--- config.mk ---
export PLATFORM = sky130hd
export DESIGN_NAME = gru_weight_streamer_flat
export DESIGN_NICKNAME = d
export VERILOG_FILES = /design/src/rtl/gru_weight_streamer_if.sv /design/src/rtl/gru_weight_streamer.sv /design/src/flat_wrapper.sv
export SDC_FILE = /design/constraint.sdc
export NUM_CORES = 1
export LEC_CHECK = 0
export ABC_AREA = 1
export BUFFER_PORTS_ARGS = -buffer_cell sky130_fd_sc_hd__buf_4
export CORE_ASPECT_RATIO = 1.1
export CORE_UTILIZATION = 58
export CTS_CLUSTER_SIZE = 40
export DETAILED_ROUTE_END_ITERATION = 10
export GPL_TIMING_DRIVEN = 0
export PLACE_DENSITY = 0.8
export SYNTH_ARGS = -nofsm -noshare
export SYNTH_HDL_FRONTEND = slang
export SYNTH_SLANG_ARGS = --single-unit
--- constraint.sdc ---
create_clock -name clk -period 4.88 [get_ports clk]
set_input_delay 0.244 -clock clk [delete_from_list [all_inputs] [get_ports clk]]
set_output_delay 0.244 -clock clk [all_outputs]
set_load 0.03 [all_outputs]
--- src/rtl/gru_weight_streamer_if.sv ---
// Handshake and RAM-port bundle for the GRU weight streamer.
//   cmd_*   : burst request (base row, row count) with valid/ready
//   ram_*   : single read port of the weight/bias RAM (1-cycle registered read)
//   m_*     : row stream towards the MAC datapath (valid/ready, last marker)
//   busy/done : burst status
// master = command issuer / RAM / stream consumer side, slave = the streamer.
interface gru_weight_streamer_if #(
    parameter int unsigned AWL = 10,
    parameter int unsigned DWL = 144,
    parameter int unsigned LWL = 10
);
    logic           cmd_valid;
    logic           cmd_ready;
    logic [AWL-1:0] cmd_base;
    logic [LWL-1:0] cmd_len;

    logic           ram_en;
    logic [AWL-1:0] ram_addr;
    logic [DWL-1:0] ram_dout;

    logic           m_valid;
    logic [DWL-1:0] m_data;
    logic           m_last;
    logic           m_ready;

    logic           busy;
    logic           done;

    modport master (
        output cmd_valid, cmd_base, cmd_len, ram_dout, m_ready,
        input  cmd_ready, ram_en, ram_addr, m_valid, m_data, m_last, busy, done
    );

    modport slave (
        input  cmd_valid, cmd_base, cmd_len, ram_dout, m_ready,
        output cmd_ready, ram_en, ram_addr, m_valid, m_data, m_last, busy, done
    );
endinterface

--- src/rtl/gru_weight_streamer.sv ---
// Read-side sequencer for the GRU weight/bias RAM.
// A command (base, len) produces len consecutive row reads (address wraps modulo 2**AWL);
// returned rows pass through a DEPTH-entry FIFO and leave as a valid/ready stream.
// Ports:
//   clk   : clock, rising edge
//   RSTn  : asynchronous reset, active-low (aborts any burst, no done pulse)
//   bus   : gru_weight_streamer_if.slave (command, RAM port, stream, busy/done)
module gru_weight_streamer #(
    parameter int unsigned AWL   = 10,
    parameter int unsigned DWL   = 144,
    parameter int unsigned LWL   = 10,
    parameter int unsigned DEPTH = 4
) (
    input  logic                  clk,
    input  logic                  RSTn,
    gru_weight_streamer_if.slave  bus
);
    localparam int unsigned PW = (DEPTH > 1) ? $clog2(DEPTH) : 1;
    localparam int unsigned CW = PW + 1;
    localparam int unsigned SW = CW + 1;

    typedef enum logic [1:0] {
        S_IDLE = 2'd0,
        S_RUN  = 2'd1,
        S_DONE = 2'd2
    } state_t;

    state_t         r_state;
    logic [AWL-1:0] r_addr;
    logic [LWL-1:0] r_issue_left;
    logic [LWL-1:0] r_beat_left;
    logic           r_cmd_ready;
    logic           r_busy;
    logic           r_done;

    logic [DWL-1:0] r_mem [DEPTH];
    logic [PW-1:0]  r_wr_ptr;
    logic [PW-1:0]  r_rd_ptr;
    logic [CW-1:0]  r_count;
    logic           r_inflight;

    logic [SW-1:0]  w_outstanding;
    logic           w_ram_en;
    logic           w_m_valid;
    logic           w_pop;
    logic           w_push;
    logic           w_last;

    // Rows already buffered plus the one still in the RAM pipeline must leave room for a new read.
    assign w_outstanding = SW'(r_count) + SW'(r_inflight);
    assign w_ram_en      = (r_state == S_RUN) && (r_issue_left != '0)
                           && (w_outstanding < SW'(DEPTH));
    assign w_m_valid     = (r_count != '0);
    assign w_pop         = w_m_valid & bus.m_ready;
    assign w_push        = r_inflight;
    assign w_last        = w_m_valid && (r_beat_left == LWL'(1));

    assign bus.cmd_ready = r_cmd_ready;
    assign bus.busy      = r_busy;
    assign bus.done      = r_done;
    assign bus.ram_en    = w_ram_en;
    assign bus.ram_addr  = r_addr;
    assign bus.m_valid   = w_m_valid;
    assign bus.m_last    = w_last;
    // Head is forced to zero when empty so stale rows never show on the bus.
    assign bus.m_data    = w_m_valid ? r_mem[r_rd_ptr] : '0;

    // Burst control FSM with registered status outputs.
    always_ff @(posedge clk or negedge RSTn) begin
        if (!RSTn) begin
            r_state      <= S_IDLE;
            r_addr       <= '0;
            r_issue_left <= '0;
            r_beat_left  <= '0;
            r_cmd_ready  <= 1'b1;
            r_busy       <= 1'b0;
            r_done       <= 1'b0;
        end else begin
            case (r_state)
                S_IDLE: begin
                    if (bus.cmd_valid) begin
                        r_cmd_ready <= 1'b0;
                        r_busy      <= 1'b1;
                        if (bus.cmd_len != '0) begin
                            r_state      <= S_RUN;
                            r_addr       <= bus.cmd_base;
                            r_issue_left <= bus.cmd_len;
                            r_beat_left  <= bus.cmd_len;
                        end else begin
                            r_state <= S_DONE;
                            r_done  <= 1'b1;
                        end
                    end
                end
                S_RUN: begin
                    if (w_ram_en) begin
                        r_addr       <= r_addr + AWL'(1);
                        r_issue_left <= r_issue_left - LWL'(1);
                    end
                    if (w_pop) begin
                        r_beat_left <= r_beat_left - LWL'(1);
                    end
                    if (w_pop && w_last) begin
                        r_state <= S_DONE;
                        r_done  <= 1'b1;
                    end
                end
                S_DONE: begin
                    r_state     <= S_IDLE;
                    r_done      <= 1'b0;
                    r_busy      <= 1'b0;
                    r_cmd_ready <= 1'b1;
                end
                default: begin
                    r_state     <= S_IDLE;
                    r_done      <= 1'b0;
                    r_busy      <= 1'b0;
                    r_cmd_ready <= 1'b1;
                end
            endcase
        end
    end

    // FIFO control: read-return tracking, pointers and occupancy.
    always_ff @(posedge clk or negedge RSTn) begin
        if (!RSTn) begin
            r_inflight <= 1'b0;
            r_wr_ptr   <= '0;
            r_rd_ptr   <= '0;
            r_count    <= '0;
        end else begin
            r_inflight <= w_ram_en;
            if (w_push) begin
                r_wr_ptr <= r_wr_ptr + PW'(1);
            end
            if (w_pop) begin
                r_rd_ptr <= r_rd_ptr + PW'(1);
            end
            case ({w_push, w_pop})
                2'b10:   r_count <= r_count + CW'(1);
                2'b01:   r_count <= r_count - CW'(1);
                default: r_count <= r_count;
            endcase
        end
    end

    // FIFO storage; contents need no reset because the count gates the output.
    always_ff @(posedge clk) begin
        if (w_push) begin
            r_mem[r_wr_ptr] <= bus.ram_dout;
        end
    end
endmodule

--- src/flat_wrapper.sv ---
// flat-port wrapper written by rule: the top's interface ports become plain ports
module gru_weight_streamer_flat 
#(
    parameter int unsigned AWL   = 10,
    parameter int unsigned DWL   = 144,
    parameter int unsigned LWL   = 10,
    parameter int unsigned DEPTH = 4
)
  (clk, RSTn, bus_cmd_valid, bus_cmd_base, bus_cmd_len, bus_ram_dout, bus_m_ready, bus_cmd_ready, bus_ram_en, bus_ram_addr, bus_m_valid, bus_m_data, bus_m_last, bus_busy, bus_done);
  gru_weight_streamer_if #(.AWL(AWL), .DWL(DWL), .LWL(LWL)) bus_i ();
  input  logic clk;
  input  logic RSTn;
  input wire logic [$bits(bus_i.cmd_valid)-1:0] bus_cmd_valid;
  input wire logic [$bits(bus_i.cmd_base)-1:0] bus_cmd_base;
  input wire logic [$bits(bus_i.cmd_len)-1:0] bus_cmd_len;
  input wire logic [$bits(bus_i.ram_dout)-1:0] bus_ram_dout;
  input wire logic [$bits(bus_i.m_ready)-1:0] bus_m_ready;
  output wire logic [$bits(bus_i.cmd_ready)-1:0] bus_cmd_ready;
  output wire logic [$bits(bus_i.ram_en)-1:0] bus_ram_en;
  output wire logic [$bits(bus_i.ram_addr)-1:0] bus_ram_addr;
  output wire logic [$bits(bus_i.m_valid)-1:0] bus_m_valid;
  output wire logic [$bits(bus_i.m_data)-1:0] bus_m_data;
  output wire logic [$bits(bus_i.m_last)-1:0] bus_m_last;
  output wire logic [$bits(bus_i.busy)-1:0] bus_busy;
  output wire logic [$bits(bus_i.done)-1:0] bus_done;
  assign bus_i.cmd_valid = bus_cmd_valid;
  assign bus_i.cmd_base = bus_cmd_base;
  assign bus_i.cmd_len = bus_cmd_len;
  assign bus_i.ram_dout = bus_ram_dout;
  assign bus_i.m_ready = bus_m_ready;
  assign bus_cmd_ready = bus_i.cmd_ready;
  assign bus_ram_en = bus_i.ram_en;
  assign bus_ram_addr = bus_i.ram_addr;
  assign bus_m_valid = bus_i.m_valid;
  assign bus_m_data = bus_i.m_data;
  assign bus_m_last = bus_i.m_last;
  assign bus_busy = bus_i.busy;
  assign bus_done = bus_i.done;
  gru_weight_streamer #(.AWL(AWL), .DWL(DWL), .LWL(LWL), .DEPTH(DEPTH)) u_core (.clk(clk), .RSTn(RSTn), .bus(bus_i));
endmodule
==> impl.org <==
** Floorplanning
- DIE HEIGHT :: about 220 um
- Die width :: between 150 and 200 um
- The initialized floorplan defines just under 80 standard-cell rows.
- The core region is approximately 42000 sq um.
- Number of I/O pins :: between 300 and 400
- Initial Utilization :: roughly three fifths
- Floorplan die area :: between 40000 and 50000 sq um

** Global routing
- The number of global-route vias before repair came to roughly 18000.
- GRT Overall Usage :: between 30 and 40%
- Entering global routing, the biggest net connects 97 pins.
- For this run the aggregate overflow at the end of global routing stands at 0.
- Antenna violations before repair :: 13
- First-pass GRT wire length :: 101 mm

** Synthesis
- For this run, the leading register cell type out of synthesis is sky130_fd_sc_hd__edfxtp_1.
- Sequential area share after synthesis :: 73.6%
- Fraction of synthesis flops using an asynchronous set or reset pin :: under 10%
- After synthesis the cells add up to between 20000 and 25000 sq um.
- Number of library cell types mapped by synthesis :: 37
- Syn_area_per_cell :: 11.8 sq um
- Counting every net in the synthesized netlist gives ~2300.
- In this run, synthesis inferred 576 flip-flops with an integrated enable.
- Synthesis handed over a netlist of 2115 instances.
- Register bit total from synthesis :: just over 600
- Yosys warning total :: 0

** STA
- Ratio of final minimum period to clock period :: between 60% and 70%
- Worst-case headroom to the max-slew limit :: 39.0%
- The smallest clock period supported by the final layout is computed as 3.14 ns.
- Setup repair after global routing missed its margin :: no
- The total count of hold-check failures in the final report came to 0.
- After layout, the worst setup slack is roughly 1.7 ns.
- Worst hold slack :: between 0.02 and 0.025 ns
- Final setup skew :: about 0.021 ns
- TNS Setup :: 0 ns
- Fmax :: approximately 0.32 GHz
- At the pin with the least slew margin, the transition time is just over 0.9 ns.
- Number of setup violations in the final report :: 0
- Number of slew-limit violations in the final report :: 0

** Power
- Switching power of the nets :: about 9.5 mW
- Share of power burned in combinational logic :: a little under half
- Total power divided by cell area :: 692 nW/um^2
- The analysis attributes to cell leakage a power of about 12 nW.
- IR analysis of the VDD net gives a maximum drop of between 0.6 and 0.7 mV.
- Total power for the finished layout comes to ~22 mW.
- The internal portion of the total power is 12.5 mW.
- Registers are responsible for a little under a third of the overall power.
- Of the total power, the share spent switching nets is between 40% and 50%.
- Per report_power, the clock group accounts for around 20% of the total.

** Place
- The congestion estimate from routability-driven global placement came to around 0.9.
- Port buffer count :: ~330
- Worst-case setup slack after placement :: 2.38 ns
- After legalization and detailed placement, the total HPWL measured roughly 40 mm.

** Setup path
- The worst setup path is captured at a primary output.
- On the critical path, the stage with the largest delay is an instance of sky130_fd_sc_hd__clkbuf_1.
- In this run the critical register-to-register path is captured at u_core.r_mem[1][0].
- In this run the critical register-to-register path is launched from u_core.r_wr_ptr[1].
- On the worst path, the slowest cell contributes a delay of around 0.74 ns.
- Type of element launching the critical path :: flop
- Worst Path Required :: roughly 4.6 ns
- Critical path start-end classification :: flop to primary output
- Endpoint arrival time on the critical path :: roughly 2.9 ns
- Of all nets on the critical path, the largest fanout is 10.
- The number of cells on the worst reg-to-reg path is 5.
- Critical path cell sequence :: nor3_2, clkbuf_1, buf_2, a21oi_1, buf_4
- Minimum setup slack among reg-to-reg paths :: around 2.7 ns

** Route
- After the first detailed-routing iteration, the DRC count stood at between 1500 and 2000.
- In the final routed layout, each cell accounts on average for 20.7 um.
- Count of TritonRoute iterations in the first routing pass :: 6
- Summed over all layers, the routed wires come to roughly 70 mm.
- Using the TritonRoute via totals, the vias-per-cell ratio works out to approximately 5.7.
- Via count :: approximately 19000
- Number of nets still failing antenna checks after routing :: 0
- Count of unresolved DRC violations after routing :: 0

** Layout
- Fraction of layout instances using a drive strength above 1 :: about a fifth
- For this run, the post-layout net count is about 2800.
- The area growth from synthesis to layout is 27.3%.
- Measured on the finished design, the core utilization comes to about three quarters.

** Clock tree
- CTS placed an instance of sky130_fd_sc_hd__clkbuf_16 at the clock tree root.
- Sink Count :: approximately 620
- Clock-pin slew was measured on the worst setup and hold paths at roughly 0.070 ns.
- Largest buffer count on any clock path :: 3
- In this run, CTS created clock tree buffers numbering a little under 60.
- Number of gates resized after cts :: 0
- Clock latency on the worst-skew pair :: approximately 0.63 ns
- Maximum level of the CTS H-tree :: 2
- CTS tree :: done

** Min path
- Start point of the worst min-delay path :: bus_cmd_len[9]
- Hold Path Cell Cnt :: 5
- Endpoint, Worst Hold :: u_core.r_beat_left[9]
- Class of the tightest hold or removal check :: input pin to flop

** Status
- The run finished with clean final reports.

** Flow run
- Max-cap violations in this run came to 0.
## power groups by stage
| stage | registers [mW] | logic, mW | clock network, mW |
|---|---|---|---|
| floorplan | 7.19 | 6.25 | 0 |
| global placement | 7.21 | 9.97 | 0 |
| detailed placement | 7.08 | 10.2 | 0 |
| CTS | 6.98 | 10.4 | 4.47 |
| global route | 7.05 | 11.2 | 4.69 |
| finish | 7.00 | 10.5 | 4.49 |
## cell families (layout without fill, tap and decap cells)
group	Yosys count	in the layout	synth area share [%]
AND/OR/NAND/NOR	833	833	13.0
flip-flops	619	619	73.6
AO/OA/AOI/OAI	475	475	9.62
buffers and inverters	170	770	3.01
adder cells (fa/ha/maj)	10	10	0.531
XOR/XNOR	7	7	0.246
multiplexers	1	1	0.0401
other	0	13	0
## what timing repair did
action	4_1_cts	5_1_grt
endpoints found under the setup margin	0	0
buffers inserted	0	0
hold buffers	159	0
hold endpoints to repair	635	0
## metrics by stage
step,std cells,instance area (sq um)
final,3295,31800
after global routing,3293,31800
after CTS,3282,31800
after detailed placement,3013,28300
after global placement,3009,28100
after floorplan,2115,25000
## cells in the mapped netlist, types with 2 or more instances
cell type / n / area [sq um]
sky130_fd_sc_hd__nand3_1: 23 / 115
sky130_fd_sc_hd__nand4_1: 5 / 31.3
sky130_fd_sc_hd__o21ai_1: 105 / 526
sky130_fd_sc_hd__nor3_2: 2 / 20.0
sky130_fd_sc_hd__nand2_2: 4 / 25.0
sky130_fd_sc_hd__edfxtp_1: 576 / 17300
sky130_fd_sc_hd__a21oi_1: 151 / 756
sky130_fd_sc_hd__o21ai_0: 212 / 1060
sky130_fd_sc_hd__nor2_2: 2 / 12.5
sky130_fd_sc_hd__inv_1: 45 / 169
sky130_fd_sc_hd__nor2_1: 611 / 2290
sky130_fd_sc_hd__buf_2: 58 / 290
sky130_fd_sc_hd__buf_1: 12 / 45.0
sky130_fd_sc_hd__o21bai_1: 3 / 22.5
sky130_fd_sc_hd__xor2_1: 4 / 35.0
sky130_fd_sc_hd__or2_2: 3 / 18.8
sky130_fd_sc_hd__clkbuf_1: 43 / 161
sky130_fd_sc_hd__buf_6: 3 / 33.8
sky130_fd_sc_hd__ha_1: 9 / 113
sky130_fd_sc_hd__nor3_1: 3 / 15.0
sky130_fd_sc_hd__dfrtp_1: 42 / 1050
sky130_fd_sc_hd__xnor2_1: 3 / 26.3
sky130_fd_sc_hd__nand2_1: 176 / 661
sky130_fd_sc_hd__inv_2: 4 / 15.0
sky130_fd_sc_hd__buf_4: 4 / 30.0
## layer usage
layer	vias up	wire [um]	global-route usage [%]
li1	8483	-	-
met5	-	27	0
met3	177	6680	7.28
met4	4	2460	14.0
met2	1087	34600	52.4
met1	9071	24500	37.0
## how the worst max path moves through the flow
stage / from / endpoint / slack [ns]
floorplan: u_core.r_wr_ptr[0] / u_core.r_mem[2][0] / 0.93
global placement: u_core.r_wr_ptr[1] / u_core.r_mem[1][101] / -1.29
detailed placement: u_core.r_count[0] / bus_m_data[49] / 2.38
CTS: u_core.r_count[0] / bus_m_data[49] / 1.69
global route: u_core.r_count[0] / bus_m_data[52] / 1.62
finish: u_core.r_count[0] / bus_m_data[49] / 1.74
## layout by cell type (no fill, tap or decap), types with 2 or more instances in the layout
cell type,count
sky130_fd_sc_hd__dfrtp_1,42
sky130_fd_sc_hd__clkbuf_1,61
sky130_fd_sc_hd__dlygate4sd3_1,159
sky130_fd_sc_hd__nand2_1,176
sky130_fd_sc_hd__clkbuf_16,61
sky130_fd_sc_hd__buf_6,3
sky130_fd_sc_hd__buf_1,12
sky130_fd_sc_hd__or2_2,3
sky130_fd_sc_hd__xor2_1,4
sky130_fd_sc_hd__clkbuf_8,5
sky130_fd_sc_hd__diode_2,13
sky130_fd_sc_hd__nor3_1,3
sky130_fd_sc_hd__xnor2_1,3
sky130_fd_sc_hd__buf_16,4
sky130_fd_sc_hd__nor3_2,2
sky130_fd_sc_hd__buf_2,58
sky130_fd_sc_hd__inv_8,5
sky130_fd_sc_hd__o21ai_0,212
sky130_fd_sc_hd__a21oi_1,151
sky130_fd_sc_hd__nor2_2,2
sky130_fd_sc_hd__o21ai_1,105
sky130_fd_sc_hd__clkinv_2,8
sky130_fd_sc_hd__inv_1,41
sky130_fd_sc_hd__inv_2,4
sky130_fd_sc_hd__o21bai_1,3
sky130_fd_sc_hd__nand3_1,23
sky130_fd_sc_hd__clkinvlp_4,3
sky130_fd_sc_hd__clkinv_1,9
sky130_fd_sc_hd__nand2_2,4
sky130_fd_sc_hd__nand4_1,5
sky130_fd_sc_hd__buf_4,331
sky130_fd_sc_hd__edfxtp_1,576
sky130_fd_sc_hd__nor2_1,611
sky130_fd_sc_hd__ha_1,9
sky130_fd_sc_hd__bufinv_16,3
## flip-flops by register name, summed over array words and instances, names as in the netlist
register and cells:
u_core.r_state 2, u_core.bus.busy 1, u_core.bus.cmd_ready 1, u_core.r_count 3
u_core.r_issue_left 10, u_core.r_inflight 1, u_core.r_mem 576, u_core.r_rd_ptr 2
u_core.bus.ram_addr 10, u_core.bus.done 1, u_core.r_wr_ptr 2, u_core.r_beat_left 10
## critical path: cells and delay by family, from the launching register on
kind,cells,cell delay (ns)
compound gates,1,0.14
flops,1,0.42
simple gates,1,0.37
buf+inv,3,1.34
## area by class of cell
| type | count | area, sq um |
|---|---|---|
| clock inverters | 26 | 223 |
| inverters | 50 | 220 |
| fillers | 2540 | 10600 |
| plain buffers | 120 | 561 |
| multi-input cells | 1326 | 5850 |
| clock buffers | 84 | 1660 |
| diodes | 13 | 32.5 |
| well taps | 567 | 709 |
| flip-flops and latches | 619 | 18400 |
| repair buffers | 490 | 4160 |
No activity file was read; power rests on OpenSTA's default activity.
